File: config.mk
export PLATFORM = sky130hd
export DESIGN_NAME = dm_load_store_unit
export DESIGN_NICKNAME = d
export VERILOG_FILES = /design/src/rtl/dm_load_store_unit.sv
export SDC_FILE = /design/constraint.sdc
export NUM_CORES = 1
export LEC_CHECK = 0
export BUFFER_PORTS_ARGS = -buffer_cell sky130_fd_sc_hd__buf_2
export CORE_ASPECT_RATIO = 1.75
export CORE_MARGIN = 5
export CORE_UTILIZATION = 55
export CTS_CLUSTER_DIAMETER = 200
export DETAILED_ROUTE_END_ITERATION = 8
export PLACE_DENSITY_LB_ADDON = 0.12
export SYNTH_ARGS = -nofsm -noshare
export SYNTH_HDL_FRONTEND = slang
export SYNTH_SLANG_ARGS = --single-unit
File: constraint.sdc
create_clock -name clock -period 5.95 [get_ports clock]
set_clock_uncertainty 0.15 [all_clocks]
set_input_delay 0.2975 -clock clock [delete_from_list [all_inputs] [get_ports clock]]
set_output_delay 0.2975 -clock clock [all_outputs]
set_load 0.005 [all_outputs]
File: src/rtl/dm_load_store_unit.sv
// Load/store unit between the EX-stage ALU and an 8 x 64-bit synchronous-read data memory.
// One request at a time: alignment check, read-modify-write for narrow stores, load extension.
module dm_load_store_unit #(
    parameter int unsigned ADDR_W = 6,
    parameter int unsigned DATA_W = 64
) (
    input  logic              clock,
    input  logic              reset_n,
    input  logic              req_valid,
    output logic              req_ready,
    input  logic              req_we,
    input  logic [2:0]        req_funct3,
    input  logic [ADDR_W-1:0] req_addr,
    input  logic [DATA_W-1:0] req_wdata,
    output logic              rsp_valid,
    input  logic              rsp_ready,
    output logic [DATA_W-1:0] rsp_rdata,
    output logic              rsp_err,
    output logic              mem_w,
    output logic [2:0]        mem_addr,
    output logic [DATA_W-1:0] mem_din,
    input  logic [DATA_W-1:0] mem_dout
);

    typedef enum logic [2:0] {StIdle, StRd, StCap, StWr, StResp} state_e;

    state_e              state_q, state_d;
    logic [ADDR_W-1:0]   addr_q, addr_d;
    logic [2:0]          f3_q, f3_d;
    logic                we_q, we_d;
    logic [DATA_W-1:0]   din_q, din_d;
    logic [DATA_W-1:0]   rdata_q, rdata_d;
    logic                err_q, err_d;

    logic                req_misaligned;
    logic                req_illegal;
    logic [5:0]          shamt;
    logic [DATA_W-1:0]   shifted;
    logic [DATA_W-1:0]   load_ext;
    logic [DATA_W-1:0]   size_mask;
    logic [DATA_W-1:0]   lane_mask;
    logic [DATA_W-1:0]   merged;

    always_comb begin
        unique case (req_funct3[1:0])
            2'd1:    req_misaligned = req_addr[0];
            2'd2:    req_misaligned = |req_addr[1:0];
            2'd3:    req_misaligned = |req_addr[2:0];
            default: req_misaligned = 1'b0;
        endcase
        req_illegal = req_we ? req_funct3[2] : (req_funct3 == 3'b111);
    end

    // Lane extraction and lane merge both work on the doubleword shifted by the byte offset.
    always_comb begin
        shamt   = {addr_q[2:0], 3'b000};
        shifted = mem_dout >> shamt;
        case (f3_q)
            3'b000:  load_ext = {{(DATA_W-8){shifted[7]}}, shifted[7:0]};
            3'b001:  load_ext = {{(DATA_W-16){shifted[15]}}, shifted[15:0]};
            3'b010:  load_ext = {{(DATA_W-32){shifted[31]}}, shifted[31:0]};
            3'b100:  load_ext = {{(DATA_W-8){1'b0}}, shifted[7:0]};
            3'b101:  load_ext = {{(DATA_W-16){1'b0}}, shifted[15:0]};
            3'b110:  load_ext = {{(DATA_W-32){1'b0}}, shifted[31:0]};
            default: load_ext = shifted;
        endcase
        unique case (f3_q[1:0])
            2'd0:    size_mask = {{(DATA_W-8){1'b0}}, {8{1'b1}}};
            2'd1:    size_mask = {{(DATA_W-16){1'b0}}, {16{1'b1}}};
            2'd2:    size_mask = {{(DATA_W-32){1'b0}}, {32{1'b1}}};
            default: size_mask = {DATA_W{1'b1}};
        endcase
        lane_mask = size_mask << shamt;
        merged    = (mem_dout & ~lane_mask) | ((din_q << shamt) & lane_mask);
    end

    always_comb begin
        state_d = state_q;
        addr_d  = addr_q;
        f3_d    = f3_q;
        we_d    = we_q;
        din_d   = din_q;
        rdata_d = rdata_q;
        err_d   = err_q;
        case (state_q)
            StIdle: begin
                if (req_valid) begin
                    addr_d  = req_addr;
                    f3_d    = req_funct3;
                    we_d    = req_we;
                    rdata_d = '0;
                    err_d   = req_misaligned | req_illegal;
                    if (req_we) begin
                        din_d = req_wdata;
                    end
                    if (req_misaligned | req_illegal) begin
                        state_d = StResp;
                    end else if (req_we && (req_funct3[1:0] == 2'd3)) begin
                        state_d = StWr;
                    end else begin
                        state_d = StRd;
                    end
                end
            end
            StRd:  state_d = StCap;
            StCap: begin
                if (we_q) begin
                    din_d   = merged;
                    state_d = StWr;
                end else begin
                    rdata_d = load_ext;
                    state_d = StResp;
                end
            end
            StWr:  state_d = StResp;
            StResp: begin
                if (rsp_ready) begin
                    state_d = StIdle;
                end
            end
            default: state_d = StIdle;
        endcase
    end

    always_ff @(posedge clock) begin
        if (!reset_n) begin
            state_q <= StIdle;
            addr_q  <= '0;
            f3_q    <= '0;
            we_q    <= 1'b0;
            din_q   <= '0;
            rdata_q <= '0;
            err_q   <= 1'b0;
        end else begin
            state_q <= state_d;
            addr_q  <= addr_d;
            f3_q    <= f3_d;
            we_q    <= we_d;
            din_q   <= din_d;
            rdata_q <= rdata_d;
            err_q   <= err_d;
        end
    end

    assign req_ready = (state_q == StIdle);
    assign rsp_valid = (state_q == StResp);
    assign rsp_rdata = rdata_q;
    assign rsp_err   = err_q;
    assign mem_w     = (state_q == StWr);
    assign mem_addr  = addr_q[5:3];
    assign mem_din   = din_q;

endmodule

==> reports/metrics.cfg <==
[outcome]
outcome=finished clean

[synth]
synth_cell_types=68
yosys_most_used_dff=dfxtp_1
synth_fa_ha_area_frac=0
synth_edf_count=0
syn-num-nets=1316
synth_compound_gate_area_share=0.3331
ys_top_cells_by_count=nand2_1, dfxtp_1, a21oi_1
syn-cell-area_mm2=0.009868
async_reset_ff_frac=0
synth_top_family_by_area=compound AO/OA/AOI/OAI gates
synth-simple-area-share=0.1353
synth_seq_cells=142
synthCells=1174
synth_most_common_cell=nand2_1
synth_top_area_share=0.2881
avgSynthCellArea_um2=8.406
yosys_warnings=0
synth.area.top_cells=dfxtp_1, mux2_2, nand2_1, mux4_2, a21oi_1
synth_top_area_cell=dfxtp_1
seq_area_frac_synth=0.2881
synth_xor_area_frac=0
yosys-mux-area-fraction=0.1778

[final_layout]
seq_area_mm2=0.002854
nNetsFinal=1546
syn2layout_area_growth_pct=22.48
fin_area_mm2=0.01209
multi_input_area_mm2=0.006404
final.fill_count=1551
drive_gt1_frac=0.3303
finalNonFillerCells=1650

[sta]
tightest_slew_ns=1.276
max_freq_mhz=286.0
period_minus_slack_ns=3.496
report.final.slew_viol_count=0
finalHoldViolations=0
rsz0062_at_grt=no
finalCritPeriodShare=0.5876
relSlewSlack=0.1492
tns_ns=0
setup_viol=0
whs_ns=0.01609

[global_routing]
grt_overflow=0
grt_max_degree=75
grtUsageTotal=0.4033
grt_pass1_wl_mm=65.12
antenna_found_initial=1
grt_pass1_vias=10870

[place]
place_area_mm2=0.01110
portBuffers=276
dp.cells=1578
dp_hpwl_mm=30.92
place_congestion=0.9882

[critical_path]
worst_setup_path_end_kind=flop
start_kind=flop
r2r-start=addr_q[1]
worstPathRequired_ns=6.09
critPathKind=reg -> reg
cp_data_arrival_time_ns=3.64
crit_fanout=55
r2r_slack_ns=2.45
startpoint=addr_q[1]
timing.rr.end=rsp_rdata[41]
worst-r2r-cell-count=8

[floorplanning]
fp.dieW_um=111.3
die_h_um=187.2
rows=64
coreArea_mm2=0.01754
dieArea_mm2=0.02083
io-pin-count=277
start_util=0.5627

[route]
vias=11140
drt_first_pass_iters=5
routedWlPerCell_um=26.49
wl_mm=43.71
drt_iter0_drc=1219
ant_nets=0
drc=0
viasPerCell=6.750

[clock_network]
cts-root-buf=clkbuf_16
htree_levels=4
cts.sinks=142
cts_tree=done
cts_buffers=17
cts_max_path_buffers=2
ctsResizeCount=0
clock_latency_ns=0.43
clk_pin_slew_worst_paths_ns=0.06

[run]
maxCapViolCount=0

[power_and_ir_drop]
power_density_mw_per_mm2=244.1
cellLeakagePower_nw=4.785
power_mw=2.951
peakVddDrop_mv=0.1839

[min_path]
hold_class=in -> reg
min_path_cells=3
min-delay-start=req_wdata[59]

## critical path, cell delays in order, from the launching register on
cell and delay (ns):
dfxtp_4 0.84, buf_4 0.59, nor3b_2 0.18, buf_4 0.25, a32oi_2 0.20, o221ai_2 0.14
a311oi_4 0.29, buf_4 0.46, o21ai_1 0.15
## timing repair
item	4_1_cts	5_1_grt
hold endpoints to repair	38	0
hold buffers	38	0
setup buffers	0	0
## metrics by stage
step / worst slack (ns) / utilization
floorplan: 3.875 / -
global placement: 2.605 / 0.6330
detailed placement: 2.574 / 0.6330
CTS: 2.543 / 0.6889
global route: 2.264 / 0.6891
finish: 2.454 / 0.6892
## area by class of cell
type                       count  share of cell area
inverter                       6            0.001863
tap                          231             0.02391
clock buffer                  22             0.03841
clock inverter                10             0.01128
sequential                   142              0.2361
multi-input combinational    903              0.5298
timing repair buffer         334              0.1582
antenna                        2           0.0004141
## layer usage
layer  vias to the layer above  wire length (µm)  global-route usage
li1                       4911                 -                   -
met1                      5285             14830              0.4547
met2                       733             20580              0.6488
met3                       209              4286             0.08838
met4                         0              4017              0.3251
met5                         -                 0                   0
## cells by family (layout without fill, tap and decap cells)
| kind of cell | count (synthesis) | in the layout |
|---|---|---|
| buffers and inverters | 129 | 372 |
| AOI/OAI and AO/OA | 470 | 470 |
| and+or+nand+nor | 302 | 302 |
| DFF | 142 | 142 |
| other | 0 | 2 |
| muxes | 131 | 131 |
## power breakdown
part / switching, mW / leakage, nW / internal (mW)
clock: 0.431 / 0.294 / 0.681
sequential: 0.106 / 1.16 / 0.995
combinational: 0.447 / 3.33 / 0.290
## cell usage in the layout (no fill, tap or decap), types with 7 or more instances in the layout
cell and n:
buf_2 276, nand2_1 171, dfxtp_1 139, a21oi_1 125, nor2_1 65, o21ai_0 65, mux2_2 65, a22oi_1 45
o211ai_1 39, dlygate4sd3_1 38, a211oi_1 36, mux2i_1 35, o21ai_1 30, mux4_2 28, o31ai_2 21, nor2b_1 20
buf_4 20, a221oi_1 18, clkbuf_16 17, a2bb2oi_1 16, nand3_1 10, a32oi_1 9, a311oi_1 8, a221o_1 7
o221ai_1 7
## worst max-delay path by stage
stage,cells after the start,slack [ns],end
floorplan,9,3.87,flop
global placement,6,2.61,rsp_rdata[31]
detailed placement,5,2.57,rsp_rdata[31]
CTS,8,2.54,rsp_rdata[41]
global route,6,2.26,mem_din[47]
finish,8,2.45,rsp_rdata[41]
No activity file was read; power rests on OpenSTA's default activity.
